===== src/rtl/mc_ctrl_pkg.sv =====
// Shared types and constants for the multi-cycle control sequencer.
// MC_CTRL_SINGLE_STEP_EN adds the PAUSE state used by single-step mode.
package mc_ctrl_pkg;

`ifdef MC_CTRL_SINGLE_STEP_EN
    typedef enum logic [2:0] {
        S_IF = 3'd0, S_ID = 3'd1, S_EX = 3'd2, S_MEM = 3'd3, S_WB = 3'd4,
        S_HALTED = 3'd5, S_TRAPPED = 3'd6, S_PAUSE = 3'd7
    } state_t;
`else
    typedef enum logic [2:0] {
        S_IF = 3'd0, S_ID = 3'd1, S_EX = 3'd2, S_MEM = 3'd3, S_WB = 3'd4,
        S_HALTED = 3'd5, S_TRAPPED = 3'd6
    } state_t;
`endif

    // Opcode values; the top narrows them to its OPC_W.
    localparam int OPC_NOP   = 0;
    localparam int OPC_ALU_R = 1;
    localparam int OPC_ALU_I = 2;
    localparam int OPC_LD    = 3;
    localparam int OPC_ST    = 4;
    localparam int OPC_BR    = 5;
    localparam int OPC_JMP   = 6;
    localparam int OPC_HALT  = 63;

    localparam int ALU_ADD = 0;

    localparam logic [1:0] CAUSE_NONE = 2'd0;
    localparam logic [1:0] CAUSE_ILL  = 2'd1;
    localparam logic [1:0] CAUSE_IM   = 2'd2;
    localparam logic [1:0] CAUSE_DM   = 2'd3;

endpackage


===== src/rtl/mc_wait_timer.sv =====
// Ready-wait counter: counts cycles spent waiting and flags the last
// cycle allowed before the sequencer must give up.
module mc_wait_timer #(
    parameter int WAIT_MAX = 15
) (
    input  logic clk,
    input  logic rst,
    input  logic clr,
    input  logic en,
    output logic atMax
);
    localparam int CW = $clog2(WAIT_MAX + 1);

    logic [CW-1:0] cnt;

    // Count waiting cycles; any state change restarts the count.
    always_ff @(posedge clk) begin
        if (rst || clr) cnt <= '0;
        else if (en)    cnt <= cnt + 1'b1;
    end

    // High on the wait cycle that would bring the count to WAIT_MAX.
    assign atMax = (cnt == CW'(WAIT_MAX - 1));

endmodule


===== src/rtl/mc_ctrl_seq.sv =====
// Multi-cycle control sequencer: decodes IR and drives datapath strobes,
// with memory ready handshakes, wait timeout, illegal-opcode trap and a
// saturating retired-instruction counter.
// Optional: MC_CTRL_SINGLE_STEP_EN adds step_req and a PAUSE state.
module mc_ctrl_seq
    import mc_ctrl_pkg::*;
#(
    parameter int OPC_W    = 6,
    parameter int FUNC_W   = 4,
    parameter int WAIT_MAX = 15,
    parameter int CNT_W    = 32
) (
    input  logic              clk,
    input  logic              rst,
    input  logic [OPC_W-1:0]  ir_opcode,
    input  logic [FUNC_W-1:0] ir_func,
    input  logic              zero_flag,
    input  logic              im_ready,
    input  logic              dm_ready,
`ifdef MC_CTRL_SINGLE_STEP_EN
    input  logic              step_req,
`endif
    output logic              load_pc,
    output logic              load_npc,
    output logic              read_im,
    output logic              load_ir,
    output logic              read_reg1,
    output logic              read_reg2,
    output logic              load_a,
    output logic              load_b,
    output logic              load_imm,
    output logic              mux_alu1,
    output logic              mux_alu2,
    output logic              load_alu_out,
    output logic              mux_pc,
    output logic [FUNC_W-1:0] alu_func,
    output logic              read_dm,
    output logic              write_dm,
    output logic              load_lmd,
    output logic              mux_wb,
    output logic              write_reg,
    output logic              halt,
    output logic              trap,
    output logic [1:0]        trap_cause,
    output logic [2:0]        state_o,
    output logic [CNT_W-1:0]  retired
);
    localparam logic [OPC_W-1:0] OP_NOP   = OPC_W'(OPC_NOP);
    localparam logic [OPC_W-1:0] OP_ALU_R = OPC_W'(OPC_ALU_R);
    localparam logic [OPC_W-1:0] OP_ALU_I = OPC_W'(OPC_ALU_I);
    localparam logic [OPC_W-1:0] OP_LD    = OPC_W'(OPC_LD);
    localparam logic [OPC_W-1:0] OP_ST    = OPC_W'(OPC_ST);
    localparam logic [OPC_W-1:0] OP_BR    = OPC_W'(OPC_BR);
    localparam logic [OPC_W-1:0] OP_JMP   = OPC_W'(OPC_JMP);
    localparam logic [OPC_W-1:0] OP_HALT  = OPC_W'(OPC_HALT);
    localparam logic [FUNC_W-1:0] FN_ADD  = FUNC_W'(ALU_ADD);

`ifdef MC_CTRL_SINGLE_STEP_EN
    localparam state_t RET_STATE   = S_PAUSE;
    localparam state_t RESET_STATE = S_PAUSE;
`else
    localparam state_t RET_STATE   = S_IF;
    localparam state_t RESET_STATE = S_IF;
`endif

    state_t     state, stateNext;
    logic       retire, waitEn, waitAtMax;
    logic [1:0] causeNext;

    mc_wait_timer #(.WAIT_MAX(WAIT_MAX)) uWait (
        .clk   (clk),
        .rst   (rst),
        .clr   (stateNext != state),
        .en    (waitEn),
        .atMax (waitAtMax)
    );

    // State register plus sticky status and the saturating retire count.
    always_ff @(posedge clk) begin
        if (rst) begin
            state      <= RESET_STATE;
            halt       <= 1'b0;
            trap       <= 1'b0;
            trap_cause <= CAUSE_NONE;
            retired    <= '0;
        end else begin
            state <= stateNext;
            if (stateNext == S_HALTED) halt <= 1'b1;
            if (stateNext == S_TRAPPED && state != S_TRAPPED) begin
                trap       <= 1'b1;
                trap_cause <= causeNext;
            end
            if (retire && retired != '1) retired <= retired + 1'b1;
        end
    end

    // Next state and strobes; everything is held at 0 while rst is high.
    always_comb begin
        stateNext    = state;
        causeNext    = CAUSE_NONE;
        retire       = 1'b0;
        waitEn       = 1'b0;
        load_pc      = 1'b0;
        load_npc     = 1'b0;
        read_im      = 1'b0;
        load_ir      = 1'b0;
        read_reg1    = 1'b0;
        read_reg2    = 1'b0;
        load_a       = 1'b0;
        load_b       = 1'b0;
        load_imm     = 1'b0;
        mux_alu1     = 1'b0;
        mux_alu2     = 1'b0;
        load_alu_out = 1'b0;
        mux_pc       = 1'b0;
        alu_func     = '0;
        read_dm      = 1'b0;
        write_dm     = 1'b0;
        load_lmd     = 1'b0;
        mux_wb       = 1'b0;
        write_reg    = 1'b0;
        if (!rst) begin
            case (state)
                S_IF: begin
                    read_im = 1'b1;
                    if (im_ready) begin
                        load_ir   = 1'b1;
                        load_npc  = 1'b1;
                        stateNext = S_ID;
                    end else begin
                        waitEn = 1'b1;
                        if (waitAtMax) begin
                            stateNext = S_TRAPPED;
                            causeNext = CAUSE_IM;
                        end
                    end
                end
                S_ID: begin
                    read_reg1 = 1'b1;
                    read_reg2 = 1'b1;
                    load_a    = 1'b1;
                    load_b    = 1'b1;
                    load_imm  = 1'b1;
                    case (ir_opcode)
                        OP_NOP: begin
                            load_pc   = 1'b1;
                            retire    = 1'b1;
                            stateNext = RET_STATE;
                        end
                        OP_HALT: begin
                            retire    = 1'b1;
                            stateNext = S_HALTED;
                        end
                        OP_ALU_R, OP_ALU_I, OP_LD, OP_ST, OP_BR, OP_JMP:
                            stateNext = S_EX;
                        default: begin
                            stateNext = S_TRAPPED;
                            causeNext = CAUSE_ILL;
                        end
                    endcase
                end
                S_EX: begin
                    load_alu_out = 1'b1;
                    stateNext    = S_MEM;
                    case (ir_opcode)
                        OP_ALU_R: begin
                            alu_func  = ir_func;
                            stateNext = S_WB;
                        end
                        OP_ALU_I: begin
                            mux_alu2  = 1'b1;
                            alu_func  = ir_func;
                            stateNext = S_WB;
                        end
                        OP_LD, OP_ST: begin
                            mux_alu2 = 1'b1;
                            alu_func = FN_ADD;
                        end
                        OP_BR, OP_JMP: begin
                            mux_alu1 = 1'b1;
                            mux_alu2 = 1'b1;
                            alu_func = FN_ADD;
                        end
                        // IR changed under us: treat as illegal.
                        default: begin
                            stateNext = S_TRAPPED;
                            causeNext = CAUSE_ILL;
                        end
                    endcase
                end
                S_MEM: begin
                    case (ir_opcode)
                        OP_LD: begin
                            read_dm = 1'b1;
                            if (dm_ready) begin
                                load_lmd  = 1'b1;
                                stateNext = S_WB;
                            end else begin
                                waitEn = 1'b1;
                                if (waitAtMax) begin
                                    stateNext = S_TRAPPED;
                                    causeNext = CAUSE_DM;
                                end
                            end
                        end
                        OP_ST: begin
                            write_dm = 1'b1;
                            if (dm_ready) begin
                                load_pc   = 1'b1;
                                retire    = 1'b1;
                                stateNext = RET_STATE;
                            end else begin
                                waitEn = 1'b1;
                                if (waitAtMax) begin
                                    stateNext = S_TRAPPED;
                                    causeNext = CAUSE_DM;
                                end
                            end
                        end
                        OP_BR, OP_JMP: begin
                            load_pc   = 1'b1;
                            mux_pc    = (ir_opcode == OP_JMP) || zero_flag;
                            retire    = 1'b1;
                            stateNext = RET_STATE;
                        end
                        default: begin
                            stateNext = S_TRAPPED;
                            causeNext = CAUSE_ILL;
                        end
                    endcase
                end
                S_WB: begin
                    write_reg = 1'b1;
                    mux_wb    = (ir_opcode == OP_LD);
                    load_pc   = 1'b1;
                    retire    = 1'b1;
                    stateNext = RET_STATE;
                end
`ifdef MC_CTRL_SINGLE_STEP_EN
                S_PAUSE: begin
                    if (step_req) stateNext = S_IF;
                end
`endif
                default: stateNext = state;   // HALTED / TRAPPED absorb
            endcase
        end
    end

    assign state_o = state;

endmodule


===== config.mk =====
export PLATFORM = sky130hd
export DESIGN_NAME = mc_ctrl_seq
export DESIGN_NICKNAME = d
export VERILOG_FILES = /design/src/rtl/mc_ctrl_pkg.sv /design/src/rtl/mc_wait_timer.sv /design/src/rtl/mc_ctrl_seq.sv
export SDC_FILE = /design/constraint.sdc
export NUM_CORES = 1
export LEC_CHECK = 0
export CAP_MARGIN = 15
export CORE_UTILIZATION = 51
export CTS_BUF_LIST = sky130_fd_sc_hd__clkbuf_4
export CTS_CLUSTER_SIZE = 10
export DETAILED_ROUTE_END_ITERATION = 7
export PLACE_DENSITY = 0.91
export SETUP_SLACK_MARGIN = 0.05
export SYNTH_ARGS = -nofsm -noshare
export SYNTH_HDL_FRONTEND = slang
export SYNTH_SLANG_ARGS = --single-unit

===== constraint.sdc =====
create_clock -name clk -period 3.25 [get_ports clk]
set_clock_uncertainty 0.2 [all_clocks]
set_input_delay 0.8125 -clock clk [delete_from_list [all_inputs] [get_ports clk]]
set_output_delay 0.8125 -clock clk [all_outputs]
set_load 0.02 [all_outputs]

==> flow_summary.json, run 1 <==
{
  "yosysWarnings": 0,
  "final_common_cell": "buf_4",
  "synth_fp_nets": 388,
  "r2r_end": "halt",
  "end_kind": "output pin",
  "critPathLaunch": "ir_opcode[4]",
  "die_width_um": 77.0,
  "clk_latency_ps": 370,
  "crit_fanout": 2,
  "antenna_cells": 0,
  "dp_slack_ps": -853,
  "crit_type": "in -> out",
  "synthCells": 370,
  "place.gp.congestion": 0.929,
  "drive_gt1_share_pct": 22.1,
  "finalCriticalPeriod_ps": 3190,
  "slew_violations": 0,
  "post_drt_via_cell_ratio": 6.49,
  "syn_area_um2": 2870,
  "synth_edf_count": 0,
  "postRouteAntennaNets": 0,
  "grt_pass1_vias": 3349,
  "antenna_found_initial": 0,
  "finalPower_mw": 1.04,
  "synth_cell_type_count": 62,
  "p_leak_nw": 1.49,
  "tightestPinTransition_ps": 524,
  "synth-seq-cells": 43,
  "final_cell_mix": "buf_4, clkdlybuf4s50_1, dfxtp_1",
  "rows": 26,
  "nNetsFinal": 496,
  "ios": 76,
  "start_util_pct": 54.4,
  "max_cap_violations": 0,
  "cts_root_buffer": "clkbuf_4",
  "syn2layout_area_growth_pct": 41.4,
  "ys_seq_area_share_pct": 30.0,
  "cp-endpoint": "load_lmd",
  "avgSynthCellArea_um2": 7.75,
  "cts_hold_buf": 0,
  "clk_path_buf_depth": 2,
  "r2r-start": "state_o[1]",
  "numCtsBuffers": 5,
  "vias": 3562,
  "required_ps": 2240,
  "finalWirelength_um": 9140,
  "cts_tree": "yes",
  "io_buffers": 75,
  "fillers": 402,
  "fin_crit_sh_pct": 98.0,
  "rsz0062_at_grt": "true",
  "htree_levels": 2,
  "dp_hpwl_um": 6640,
  "arrival_ps": 2170,
  "ir_worst_vdd_uv": 271,
  "grt_pass1_wl_um": 15000,
  "finalWorstSetupSlack_ps": 64.0,
  "clock_sinks": 43,
  "path_clk_slew_ps": 120,
  "final-hold-violation-count": 0,
  "dr.pass1.iters": 5,
  "min_path_type": "reg -> reg",
  "drt_iter0_markers": 475,
  "powerDensity_nw_per_um2": 258,
  "slew_headroom_pct": 64.6,
  "rrSetupSlack_ps": 260,
  "synthFlopType": "dfxtp_1",
  "status": "complete, no violations",
  "dieArea_um2": 5930,
  "max_freq_mhz": 314,
  "die_height_um": 77.0,
  "overflow": 0,
  "cp-start-kind": "input pin",
  "core_area_um2": 5270,
  "reg2reg_depth": 8,
  "setup_viol": 0,
  "async_reset_ff_share_pct": 0,
  "post-cts-setup-buffer-count": 0,
  "grt_use_total_pct": 31.0,
  "routedWlPerCell_um": 16.6,
  "grt_max_degree": 29,
  "route.detailed.drc": 0
}
## cell type report
class,count,area (um2),share of cell area (%)
flip-flops and latches,43,861,21.2
multi-input cells,286,1890,46.7
repair buffers,132,1120,27.6
clock inverters,2,12.5,0.308
well taps,70,87.6,2.16
inverters,10,37.5,0.925
clock buffers,6,45.0,1.11
## stage by stage
step	instances	util, %	TNS [ps]	instance area, um2	hold WS (ps)
final	549	77.0	0	4060	285
after global routing	549	77.0	0	4060	305
after CTS	549	77.1	0	4070	291
after detailed placement	541	76.7	-22580	4040	262
after global placement	541	76.7	-19970	4040	258
after floorplan	370	-	-22.5	2900	313
## layer usage
metal  routed length [um]  share of wire [%]  global-route usage (%)
met5                    0                  0                       0
met4                  238                2.6                    13.8
met3                  828                9.1                    5.36
met2                 4390                 48                    52.9
met1                 3680                 40                    38.0
## worst min path at each step
stage / start / end / slack, ps / cells after the start
3_3_place_gp: trap / trap / 260 / 1
2_1_floorplan: uWait.cnt[3] / uWait.cnt[3] / 310 / 2
3_5_place_dp: trap / trap / 260 / 1
6_report: trap / trap / 290 / 1
4_1_cts: trap / trap / 290 / 1
5_1_grt: trap / trap / 310 / 1
## sequential cells by signal (all words and copies together), names as in the netlist
| name | cells |
|---|---|
| retired | 32 |
| uWait.cnt | 4 |
| state_o | 3 |
| trap_cause | 2 |
| trap | 1 |
| halt | 1 |
## Yosys cell counts (5+ instances only)
cell	count	share of area [%]
a21oi_1	24	4.2
and2_1	7	1.5
and3_1	5	1.1
buf_2	6	1.0
buf_4	5	1.3
clkbuf_1	17	2.2
dfxtp_1	43	30
inv_1	10	1.3
mux2_1	7	2.7
nand2_1	25	3.3
nand2b_1	8	1.7
nand3_1	20	3.5
nand4_1	6	1.3
nor2_1	23	3.0
nor2b_1	8	1.7
nor3_1	14	2.4
nor4_1	16	3.5
o21ai_0	7	1.2
o21ai_1	5	0.87
o311ai_1	8	2.4
o31ai_1	13	3.4
o41ai_1	6	1.8
or3_1	9	2.0
or4_1	17	4.5
## worst max-delay path, cell delays in order
cell,delay [ps]
buf_6,90
or4_4,520
or2_4,260
nor3_4,200
and2_4,180
buf_6,110
## report_power, final
group,leakage [nW],internal [mW],total (mW),switching (mW)
Combinational,1.11,0.101,0.228,0.126
Clock,0.0317,0.0921,0.276,0.184
Sequential,0.347,0.534,0.541,0.00685
## kinds of logic after synthesis
| logic type | synth area share, % |
|---|---|
| adder cells (fa/ha/maj) | 1.31 |
| flip-flops | 30.0 |
| AND/OR/NAND/NOR | 34.4 |
| AO/OA/AOI/OAI | 23.0 |
| multiplexers | 3.45 |
| XOR/XNOR | 1.22 |
| buffers and inverters | 6.54 |
## what timing repair did
action	in CTS	in global routing
endpoints found under the hold margin	0	0
resized for setup	100	19
setup endpoints to repair	46	18
pin swaps	6	5
Note: power is estimated with default switching activity, not from simulation.
==> run 2: changes to the inputs <==
--- a/config.mk
+++ b/config.mk
@@ -6,6 +6,7 @@
 export NUM_CORES = 1
 export LEC_CHECK = 0
 export CAP_MARGIN = 15
+export CORE_ASPECT_RATIO = 0.8
 export CORE_UTILIZATION = 51
 export CTS_BUF_LIST = sky130_fd_sc_hd__clkbuf_4
 export CTS_CLUSTER_SIZE = 10
==> flow_summary.json, run 2 (synthesis results as in run 1) <==
{
  "status": "finished with violations",
  "violations": "DRC",
  "drive_gt1_share_pct": 19.6,
  "combinationalPowerShare_pct": 21.2,
  "worstPathCellList": "buf_6, or4_4, or2_4, nor3_4, and2_4, buf_6",
  "dieArea_um2": 5930,
  "io_buffers": 75,
  "grt_pass1_vias": 3015,
  "powerDensity_nw_per_um2": 270,
  "grt_pass1_wl_um": 14400,
  "antenna_cells": 0,
  "cts_tree": "yes",
  "cts_root_buffer": "clkbuf_4",
  "final_cell_mix": "buf_4, clkdlybuf4s50_1, dfxtp_1",
  "finalWirelength_um": 8920,
  "required_ps": 2240,
  "slew_headroom_pct": 24.0,
  "overflow": 0,
  "end_kind": "output pin",
  "cp-start-kind": "input pin",
  "htree_levels": 2,
  "rows": 24,
  "tns_ps": 0,
  "crit_fanout": 2,
  "largest_register": "retired",
  "routedWlPerCell_um": 16.0,
  "clock_sinks": 43,
  "p_switching_uw": 319,
  "path_clk_slew_ps": 120,
  "dp_hpwl_um": 6650,
  "clock_power_share_pct": 30.5,
  "nNetsFinal": 497,
  "slew_violations": 0,
  "clk_path_buf_depth": 2,
  "die_height_um": 69.1,
  "p_seq_share_pct": 48.4,
  "arrival_ps": 2200,
  "cts_hold_buf": 0,
  "slowest_delay_ps": 540,
  "start_util_pct": 52.8,
  "clk_latency_ps": 370,
  "grt_use_total_pct": 30.1,
  "core_area_um2": 5440,
  "rsz0062_at_grt": "true",
  "finalCriticalPeriod_ps": 3210,
  "largest_register_ffs": 32,
  "worst-path-buf-inv": 2,
  "final-hold-violation-count": 0,
  "ios": 76,
  "grt_max_degree": 32,
  "max_cap_violations": 0,
  "ir_worst_vdd_uv": 210,
  "postRouteAntennaNets": 0,
  "vias": 3440,
  "final_common_cell": "buf_4",
  "finalPower_mw": 1.12,
  "min_path_type": "reg -> reg",
  "antenna_found_initial": 0,
  "p_leak_nw": 1.54,
  "route.detailed.drc": 1,
  "dr.pass1.iters": 8,
  "p_int_uw": 800,
  "crit_type": "in -> out",
  "tightestPinTransition_ps": 1120,
  "setup_viol": 0,
  "post_drt_via_cell_ratio": 6.16,
  "path_common_cell": "buf_6",
  "drt_iter0_markers": 396,
  "syn2layout_area_growth_pct": 44.4,
  "place.gp.congestion": 0.924,
  "fin_crit_sh_pct": 98.8,
  "numCtsBuffers": 5,
  "swShare_pct": 28.5,
  "die_width_um": 85.8,
  "crit_slowest_cell": "or4_4",
  "max_freq_mhz": 311,
  "crit_family": "simple AND/OR/NAND/NOR gates"
}
[run 2: path summary, 6_finish.rpt]
kind,slack (ps),cells past startpoint,end,from
setup / recovery,40,6,load_lmd,ir_opcode[3]
hold / removal,260,2,halt,halt
setup reg to reg,230,8,retired[19],state_o[2]
hold reg to reg,260,2,halt,halt
[run 2: per-stage QoR]
stage / cells / area (um2) / hold slack [ps] / utilization, % / setup slack, ps
floorplan: 370 / 2900 / 313 / - / -22.5
global placement: 548 / 4060 / 242 / 74.6 / -731
detailed placement: 548 / 4060 / 239 / 74.6 / -767
CTS: 557 / 4130 / 269 / 75.9 / 32.7
global route: 558 / 4140 / 292 / 76.2 / -1.43
finish: 558 / 4140 / 264 / 76.2 / 39.4
[run 2: timing repair]
action,in CTS,in global routing
gates resized for setup,85,7
pin swaps,5,4
endpoints found under the setup margin,43,9
hold endpoints to repair,0,0
cloned,0,0
buffers inserted,1,1
[run 2: worst min-delay path, stage by stage (launching register included)]
cell and delay [ps]:
dfxtp_1 330, nand2_1 50, o41ai_1 50
[run 2: routing by layer]
| metal | wire length [um] | vias to the layer above | track usage [%] |
|---|---|---|---|
| li1 | - | 1635 | - |
| met1 | 4070 | 1623 | 44.4 |
| met2 | 4050 | 165 | 45.6 |
| met3 | 677 | 17 | 5.27 |
| met4 | 112 | 0 | 6.85 |
| met5 | 0 | - | 0 |
[run 2: power by group through the flow]
stage	Clock, mW	Combinational, mW	Sequential (mW)
after floorplan	0	0.110	0.559
after global placement	0	0.226	0.553
after detailed placement	0	0.232	0.553
after CTS	0.339	0.231	0.541
after global routing	0.369	0.251	0.542
final	0.341	0.237	0.541
[run 2: final cells by class]
cell class	instances	area, um2
multi-input cells	286	1890
repair buffers	133	1170
inverters	10	37.5
clock buffers	5	37.5
flip-flops and latches	43	861
clock inverters	3	38.8
well taps	78	97.6
fillers	419	1290
